**src/rtl/arm_dp_pkg.sv**
```systemverilog
// Shared definitions for the ARM data-processing control path: sequencer
// states, condition codes, DP opcodes, ALU OP codes and decode helpers.
package arm_dp_pkg;

   typedef enum logic [1:0] {
      ST_IDLE   = 2'd0,
      ST_DECODE = 2'd1,
      ST_EXEC   = 2'd2,
      ST_WB     = 2'd3
   } seq_state_e;

   // Bit positions inside the 4-bit NZCV register
   localparam int FLAG_N = 3;
   localparam int FLAG_Z = 2;
   localparam int FLAG_C = 1;
   localparam int FLAG_V = 0;

   // Condition field encodings (instr[31:28])
   localparam logic [3:0] COND_EQ = 4'h0;
   localparam logic [3:0] COND_NE = 4'h1;
   localparam logic [3:0] COND_CS = 4'h2;
   localparam logic [3:0] COND_CC = 4'h3;
   localparam logic [3:0] COND_MI = 4'h4;
   localparam logic [3:0] COND_PL = 4'h5;
   localparam logic [3:0] COND_VS = 4'h6;
   localparam logic [3:0] COND_VC = 4'h7;
   localparam logic [3:0] COND_HI = 4'h8;
   localparam logic [3:0] COND_LS = 4'h9;
   localparam logic [3:0] COND_GE = 4'hA;
   localparam logic [3:0] COND_LT = 4'hB;
   localparam logic [3:0] COND_GT = 4'hC;
   localparam logic [3:0] COND_LE = 4'hD;
   localparam logic [3:0] COND_AL = 4'hE;
   localparam logic [3:0] COND_NV = 4'hF;

   // Data-processing opcode field (instr[24:21])
   localparam logic [3:0] DP_AND = 4'h0;
   localparam logic [3:0] DP_EOR = 4'h1;
   localparam logic [3:0] DP_SUB = 4'h2;
   localparam logic [3:0] DP_RSB = 4'h3;
   localparam logic [3:0] DP_ADD = 4'h4;
   localparam logic [3:0] DP_ADC = 4'h5;
   localparam logic [3:0] DP_SBC = 4'h6;
   localparam logic [3:0] DP_RSC = 4'h7;
   localparam logic [3:0] DP_TST = 4'h8;
   localparam logic [3:0] DP_TEQ = 4'h9;
   localparam logic [3:0] DP_CMP = 4'hA;
   localparam logic [3:0] DP_CMN = 4'hB;
   localparam logic [3:0] DP_ORR = 4'hC;
   localparam logic [3:0] DP_MOV = 4'hD;
   localparam logic [3:0] DP_BIC = 4'hE;
   localparam logic [3:0] DP_MVN = 4'hF;

   // ALU OP codes, shared with the ALU
   localparam logic [4:0] ALU_AND = 5'b00000;
   localparam logic [4:0] ALU_EOR = 5'b00001;
   localparam logic [4:0] ALU_SUB = 5'b00010;
   localparam logic [4:0] ALU_RSB = 5'b00011;
   localparam logic [4:0] ALU_ADD = 5'b00100;
   localparam logic [4:0] ALU_ADC = 5'b00101;
   localparam logic [4:0] ALU_SBC = 5'b00110;
   localparam logic [4:0] ALU_RSC = 5'b00111;
   localparam logic [4:0] ALU_TST = 5'b01000;
   localparam logic [4:0] ALU_TEQ = 5'b01001;
   localparam logic [4:0] ALU_CMP = 5'b01010;
   localparam logic [4:0] ALU_CMN = 5'b01011;
   localparam logic [4:0] ALU_ORR = 5'b01100;
   localparam logic [4:0] ALU_MOV = 5'b10000;  // B-operand bypass
   localparam logic [4:0] ALU_BIC = 5'b01110;
   localparam logic [4:0] ALU_MVN = 5'b01111;

   // Map the 4-bit DP opcode onto the 5-bit ALU OP code
   function automatic logic [4:0] dp_to_alu_op(input logic [3:0] opc);
      logic [4:0] op;
      case (opc)
         DP_AND:  op = ALU_AND;
         DP_EOR:  op = ALU_EOR;
         DP_SUB:  op = ALU_SUB;
         DP_RSB:  op = ALU_RSB;
         DP_ADD:  op = ALU_ADD;
         DP_ADC:  op = ALU_ADC;
         DP_SBC:  op = ALU_SBC;
         DP_RSC:  op = ALU_RSC;
         DP_TST:  op = ALU_TST;
         DP_TEQ:  op = ALU_TEQ;
         DP_CMP:  op = ALU_CMP;
         DP_CMN:  op = ALU_CMN;
         DP_ORR:  op = ALU_ORR;
         DP_MOV:  op = ALU_MOV;
         DP_BIC:  op = ALU_BIC;
         default: op = ALU_MVN;
      endcase
      return op;
   endfunction

   // Test/compare opcodes only produce flags: S forced, no register write
   function automatic logic is_compare(input logic [3:0] opc);
      return (opc == DP_TST) || (opc == DP_TEQ) || (opc == DP_CMP) || (opc == DP_CMN);
   endfunction

   // 8-bit immediate rotated right by twice the 4-bit rotate field
   function automatic logic [31:0] rot_imm(input logic [11:0] field);
      logic [63:0] dbl;
      dbl = {24'h0, field[7:0], 24'h0, field[7:0]} >> {field[11:8], 1'b0};
      return dbl[31:0];
   endfunction

endpackage

```
**src/rtl/arm_cond_eval.sv**
```systemverilog
// Combinational ARM condition-code check against the stored NZCV flags.
module arm_cond_eval
   import arm_dp_pkg::*;
(
   input  logic [3:0] cond,
   input  logic [3:0] flags,
   output logic       pass
);

   logic w_n;
   logic w_z;
   logic w_c;
   logic w_v;

   assign w_n = flags[FLAG_N];
   assign w_z = flags[FLAG_Z];
   assign w_c = flags[FLAG_C];
   assign w_v = flags[FLAG_V];

   // Decide whether the instruction executes under the current flags
   always_comb begin
      // NOTE: default assignment first so no path leaves pass unassigned, which would infer a latch.
      pass = 1'b0;
      case (cond)
         COND_EQ: pass = w_z;
         COND_NE: pass = ~w_z;
         COND_CS: pass = w_c;
         COND_CC: pass = ~w_c;
         COND_MI: pass = w_n;
         COND_PL: pass = ~w_n;
         COND_VS: pass = w_v;
         COND_VC: pass = ~w_v;
         COND_HI: pass = w_c & ~w_z;
         COND_LS: pass = ~w_c | w_z;
         COND_GE: pass = (w_n == w_v);
         COND_LT: pass = (w_n != w_v);
         COND_GT: pass = ~w_z & (w_n == w_v);
         COND_LE: pass = w_z | (w_n != w_v);
         COND_AL: pass = 1'b1;
         COND_NV: pass = 1'b0;
         default: pass = 1'b0;
      endcase
   end

endmodule

```
**src/rtl/arm_dp_sequencer.sv**
```systemverilog
// Four-state control sequencer for ARM data-processing instructions:
// accept -> decode/condition check -> ALU execute -> register/flag writeback.
module arm_dp_sequencer
   import arm_dp_pkg::*;
#(
   parameter bit         IMM_EN    = 1'b1,
   parameter logic [3:0] FLAGS_RST = 4'h0
) (
   input  logic        clk,
   input  logic        reset_n,
   input  logic        instr_valid,
   output logic        instr_ready,
   input  logic [31:0] instr,
   output logic [3:0]  rf_raddr_a,
   output logic [3:0]  rf_raddr_b,
   output logic        op2_sel,
   output logic [31:0] op2_imm,
   output logic [4:0]  alu_op,
   output logic        alu_s,
   output logic        alu_out_en,
   output logic [3:0]  flags,
   input  logic [3:0]  alu_flags_in,
   output logic        rf_we,
   output logic [3:0]  rf_waddr,
   output logic        done,
   output logic        skipped,
   output logic        illegal
);

   seq_state_e  r_state;
   logic        r_instr_ready;
   logic [3:0]  r_flags;
   logic        r_done;
   logic        r_skipped;
   logic        r_illegal;
   logic        r_rf_we;
   logic [3:0]  r_rf_waddr;
   logic        r_alu_out_en;

   // Only the IR fields still needed after the decode cycle are kept
   logic [3:0]  r_ir_opc;
   logic [3:0]  r_ir_rd;

   logic [3:0]  r_raddr_a;
   logic [3:0]  r_raddr_b;
   logic        r_op2_sel;
   logic [31:0] r_op2_imm;
   logic [4:0]  r_alu_op;
   logic        r_alu_s;

   logic        w_accept;
   logic        w_release;
   logic        w_cond_pass;
   logic        w_illegal;
   logic        w_imm;

   // The condition is evaluated on the incoming word at acceptance: flags
   // only change at the end of WB, so they are identical in the DECODE
   // cycle, and this lets done/skipped/illegal leave a register in cycle 1.
   arm_cond_eval u_cond_eval (
      .cond  (instr[31:28]),
      .flags (r_flags),
      .pass  (w_cond_pass)
   );

   assign w_imm     = instr[25] & IMM_EN;
   assign w_illegal = (instr[27:26] != 2'b00) | (instr[25] & ~IMM_EN);
   assign w_accept  = (r_state == ST_IDLE) & instr_valid;
   assign w_release = ((r_state == ST_DECODE) & (r_skipped | r_illegal)) | (r_state == ST_WB);

   // Control FSM: state, handshake, retire pulses, write strobe and flags
   always_ff @(posedge clk or negedge reset_n) begin
      if (!reset_n) begin
         r_state       <= ST_IDLE;
         r_instr_ready <= 1'b1;
         r_flags       <= FLAGS_RST;
         r_done        <= 1'b0;
         r_skipped     <= 1'b0;
         r_illegal     <= 1'b0;
         r_rf_we       <= 1'b0;
         r_rf_waddr    <= 4'h0;
         r_alu_out_en  <= 1'b0;
         r_ir_opc      <= 4'h0;
         r_ir_rd       <= 4'h0;
      end else begin
         // NOTE: non-blocking assignments so every register samples pre-edge values, independent of statement order.
         r_done    <= 1'b0;
         r_skipped <= 1'b0;
         r_illegal <= 1'b0;
         r_rf_we   <= 1'b0;
         case (r_state)
            ST_IDLE: begin
               if (instr_valid) begin
                  r_ir_opc      <= instr[24:21];
                  r_ir_rd       <= instr[15:12];
                  r_instr_ready <= 1'b0;
                  r_state       <= ST_DECODE;
                  if (w_illegal) begin
                     r_done    <= 1'b1;
                     r_illegal <= 1'b1;
                  end else if (!w_cond_pass) begin
                     r_done    <= 1'b1;
                     r_skipped <= 1'b1;
                  end
               end
            end
            ST_DECODE: begin
               if (r_skipped || r_illegal) begin
                  r_state       <= ST_IDLE;
                  r_instr_ready <= 1'b1;
               end else begin
                  r_state      <= ST_EXEC;
                  r_alu_out_en <= 1'b1;
               end
            end
            ST_EXEC: begin
               r_state    <= ST_WB;
               r_done     <= 1'b1;
               r_rf_we    <= ~is_compare(r_ir_opc);
               r_rf_waddr <= r_ir_rd;
            end
            ST_WB: begin
               if (r_alu_s) begin
                  r_flags <= alu_flags_in;
               end
               r_state       <= ST_IDLE;
               r_instr_ready <= 1'b1;
               r_alu_out_en  <= 1'b0;
               r_rf_waddr    <= 4'h0;
            end
            default: begin
               r_state       <= ST_IDLE;
               r_instr_ready <= 1'b1;
               r_alu_out_en  <= 1'b0;
               r_rf_waddr    <= 4'h0;
            end
         endcase
      end
   end

   // Decoded operand controls: loaded on acceptance, held until retire, then zeroed
   always_ff @(posedge clk or negedge reset_n) begin
      if (!reset_n) begin
         r_raddr_a <= 4'h0;
         r_raddr_b <= 4'h0;
         r_op2_sel <= 1'b0;
         r_op2_imm <= 32'h0;
         r_alu_op  <= 5'h0;
         r_alu_s   <= 1'b0;
      end else if (w_accept) begin
         r_raddr_a <= instr[19:16];
         r_raddr_b <= instr[3:0];
         r_op2_sel <= w_imm;
         r_op2_imm <= w_imm ? rot_imm(instr[11:0]) : 32'h0;
         r_alu_op  <= dp_to_alu_op(instr[24:21]);
         r_alu_s   <= instr[20] | is_compare(instr[24:21]);
      end else if (w_release) begin
         r_raddr_a <= 4'h0;
         r_raddr_b <= 4'h0;
         r_op2_sel <= 1'b0;
         r_op2_imm <= 32'h0;
         r_alu_op  <= 5'h0;
         r_alu_s   <= 1'b0;
      end
   end

   assign instr_ready = r_instr_ready;
   assign rf_raddr_a  = r_raddr_a;
   assign rf_raddr_b  = r_raddr_b;
   assign op2_sel     = r_op2_sel;
   assign op2_imm     = r_op2_imm;
   assign alu_op      = r_alu_op;
   assign alu_s       = r_alu_s;
   assign alu_out_en  = r_alu_out_en;
   assign flags       = r_flags;
   assign rf_we       = r_rf_we;
   assign rf_waddr    = r_rf_waddr;
   assign done        = r_done;
   assign skipped     = r_skipped;
   assign illegal     = r_illegal;

endmodule

```
**config.mk**
```make
export PLATFORM = sky130hd
export DESIGN_NAME = arm_dp_sequencer
export DESIGN_NICKNAME = d
export VERILOG_FILES = /design/src/rtl/arm_dp_pkg.sv /design/src/rtl/arm_cond_eval.sv /design/src/rtl/arm_dp_sequencer.sv
export SDC_FILE = /design/constraint.sdc
export NUM_CORES = 1
export LEC_CHECK = 0
export CAP_MARGIN = 20
export CORE_AREA = 2 2 116 62
export CTS_CLUSTER_SIZE = 8
export DETAILED_ROUTE_END_ITERATION = 8
export DIE_AREA = 0 0 118 64
export PLACE_DENSITY = 0.88
export SYNTH_ARGS = -nofsm -noshare
export SYNTH_HDL_FRONTEND = slang
export SYNTH_SLANG_ARGS = --single-unit
```
**constraint.sdc**
```tcl
create_clock -name clk -period 3.5 [get_ports clk]
set_input_delay 0.7 -clock clk [delete_from_list [all_inputs] [get_ports clk]]
set_output_delay 0.7 -clock clk [all_outputs]
set_load 0.005 [all_outputs]
```
==> flow_summary.yaml <==
critical_path:
  critPathLaunchType: "primary input"
  crit_path_end_kind: "register"
  cp_max_fo: 16
  critPathRequiredTime_ps: 3720
  worst-setup-path-type: "primary input to register"
  crit_arrival_ps: 2440
layout:
  multi_input_area_mm2: 0.00127
  fin_area_mm2: 0.00450
  fillers: 498
  drive_gt1_frac: 0.0862
  finalNonFillerCells: 498
  area_growth_pct: 43.4
  final_cell_mix: "98 x clkdlybuf4s50_1, 68 x dfrtp_1, 57 x nand2_1, 18 x a22o_1"
  nets: 440
  seqCellArea_mm2: 0.00173
  diodes: 0
  fin_util: 0.693
  final_common_cell: "clkdlybuf4s50_1"
grt:
  grt_pass1_wl_mm: 14.3
  antenna_found_initial: 0
  grt_pass1_vias: 2745
  grt_use_total: 0.243
  grt-ovfl-total: 0
  grt_max_degree: 31
floorplanning:
  initial_core_util: 0.484
  die_h_um: 64
  die_w_um: 118
  dieArea_mm2: 0.00755
  row_count: 21
  io_pins: 100
  core-area_mm2: 0.00649
synthesis:
  ys_ff_latch: 69
  syn-instance-count: 302
  ys_types: 44
  synth_xor_area_frac: 0.0112
  syn_avg_cell_area_um2: 10.4
  yosys.area_share.adder: 0
  syn-cell-area_mm2: 0.00314
  synth-simple-area-share: 0.146
  synth_compound_area_frac: 0.191
  synth_nets: 341
  yosysWarnings: 0
  synth_top_family_by_area: "compound AO/OA/AOI/OAI gates"
  seq_area_frac_synth: 0.551
  synth.area.mux_share: 0.0538
sta:
  setup_viol: 0
  setup_tns_ps: 0
  worstMarginPinSlew_ps: 684
  slew_headroom: 0.544
  slew_viol_final: 0
  hold_viol_final: 0
  rsz0062_at_grt: "no"
  fin_crit_ps: 2230
  fmax_mhz: 449
  finClkSkew_ps: 5.88
  timing.final.crit_share: 0.636
drt:
  drtIter0Drc: 227
  finalWirelength_mm: 8.75
  drc: 0
  dr.pass1.iters: 5
  ant_nets: 0
  vias: 2762
  via_per_inst: 5.55
  wl_per_cell_um: 17.6
cts:
  cts_buffer_depth: 2
  cts_resized: 0
  cts_setup_buffers: 0
  clock-sinks: 69
  cts_max_level: 3
  clkLatencyLatePin_ps: 330
  cts_root_buf: "clkbuf_16"
  cts_hold_buf: 0
  cts_tree: "done"
  clkTransAtPathRegs_ps: 60
  cts_made_buffers: 9
outcome:
  status: "complete, no violations"
power_and_ir_drop:
  p_per_area_mw_per_mm2: 720
  max-vdd-ir-drop_uv: 349
  power.leakage_nw: 1.95
  finalPower_w: 0.00324
run:
  max_cap_violations: 0
hold_path:
  hp-class: "primary input to asynchronous set/reset pin"
placed_design:
  portBuffers: 99
  dp_hpwl_mm: 6.41
  dp_cells: 482
  place.gp.congestion: 0.896
  placed_cell_area_mm2: 0.00419
-- cell usage after synthesis, drive strengths merged --
cell type,count,area share
dfstp,1,0.0084
a21oi,14,0.024
dfrtp,68,0.54
nor2,15,0.019
xor2,2,0.0056
a22oi,2,0.0048
or3,3,0.0060
nor3,7,0.011
and4bb,1,0.0040
o211ai,2,0.0048
nand3b,2,0.0048
nand2,57,0.068
nand4bb,1,0.0088
mux2i,9,0.029
o22ai,4,0.0080
o2111a,1,0.0036
a221o,1,0.0032
nor2b,6,0.012
clkbuf,7,0.0084
buf,9,0.022
o31ai,3,0.0072
nor3b,1,0.0040
o32ai,4,0.011
or2,1,0.0020
o22a,1,0.0028
a22o,18,0.050
a211oi,2,0.0048
o21ai,22,0.035
nand3,3,0.0048
mux2,7,0.025
xnor2,2,0.0056
a2111o,1,0.0036
a21o,2,0.0048
inv,14,0.017
a31oi,1,0.0020
a32o,6,0.019
nand2b,1,0.0020
a221oi,1,0.0028
-- flip-flops by register name, indices dropped and copies added, names as in the netlist, named ones only --
name	flops
done	1
rf_raddr_a	4
rf_waddr	4
instr_ready	1
skipped	1
alu_s	1
flags	4
rf_we	1
rf_raddr_b	4
r_ir_rd	4
op2_imm	32
illegal	1
alu_op	5
r_state	1
alu_out_en	1
op2_sel	1
r_ir_opc	2
-- kinds of logic (layout without fill, tap and decap cells) --
| logic type | after synthesis | count (layout) |
|---|---|---|
| AND/OR/NAND/NOR | 98 | 98 |
| AO/OA/AOI/OAI | 85 | 85 |
| flip-flops | 69 | 69 |
| buffers and inverters | 30 | 134 |
| multiplexers | 16 | 16 |
| XOR/XNOR | 4 | 4 |
-- area by class of cell --
cell class                      instances  share of cell area
Clock buffer                           10              0.0531
Tap cell                               92              0.0256
Multi-Input combinational cell        203               0.283
Inverter                               14              0.0117
Timing Repair Buffer                  104               0.227
Sequential cell                        69               0.384
Clock inverter                          6              0.0156
-- routing by layer --
metal  wire [µm]  global-route usage  vias to the layer above  share of wire
met3         774              0.0777                        6          0.088
met5           0                   0                        -              0
li1            -                   -                     1278              -
met1        4240               0.368                     1350           0.48
met4          52              0.0452                        0         0.0059
met2        3680               0.342                      128           0.42
-- through the flow --
step | setup slack (ps) | hold WS [ps]
6_report | 1270 | 415
5_1_grt | 1140 | 467
4_1_cts | 1310 | 434
3_5_place_dp | 969 | 443
3_3_place_gp | 1010 | 433
2_1_floorplan | 1730 | 404
-- worst max-delay path: stages --
cell             delay [ps]
clkdlybuf4s50_1         850
inv_1                   300
nand2_1                 220
o22ai_1                 150
a22o_1                  220
-- power by group --
| part | internal (W) | total, W | switching, W |
|---|---|---|---|
| combinational | 0.000591 | 0.00109 | 0.000500 |
| sequential | 0.00103 | 0.00122 | 0.000196 |
| clock | 0.000575 | 0.000926 | 0.000350 |
| total | 0.00219 | 0.00324 | 0.00105 |
-- worst paths after layout --
kind                        startpoint          end  slack [ps]  cells past startpoint
max reg2reg                   register    alu_op[0]        1380                      5
min in group clk           r_ir_opc[3]        rf_we         450                      1
min reg2reg                r_ir_opc[3]        rf_we         450                      1
min                            reset_n         done         410                      1
max                          instr[10]  op2_imm[28]        1270                      5
max in group asynchronous      reset_n   alu_out_en        2350                      2
Power figures use the tool's default switching activity.
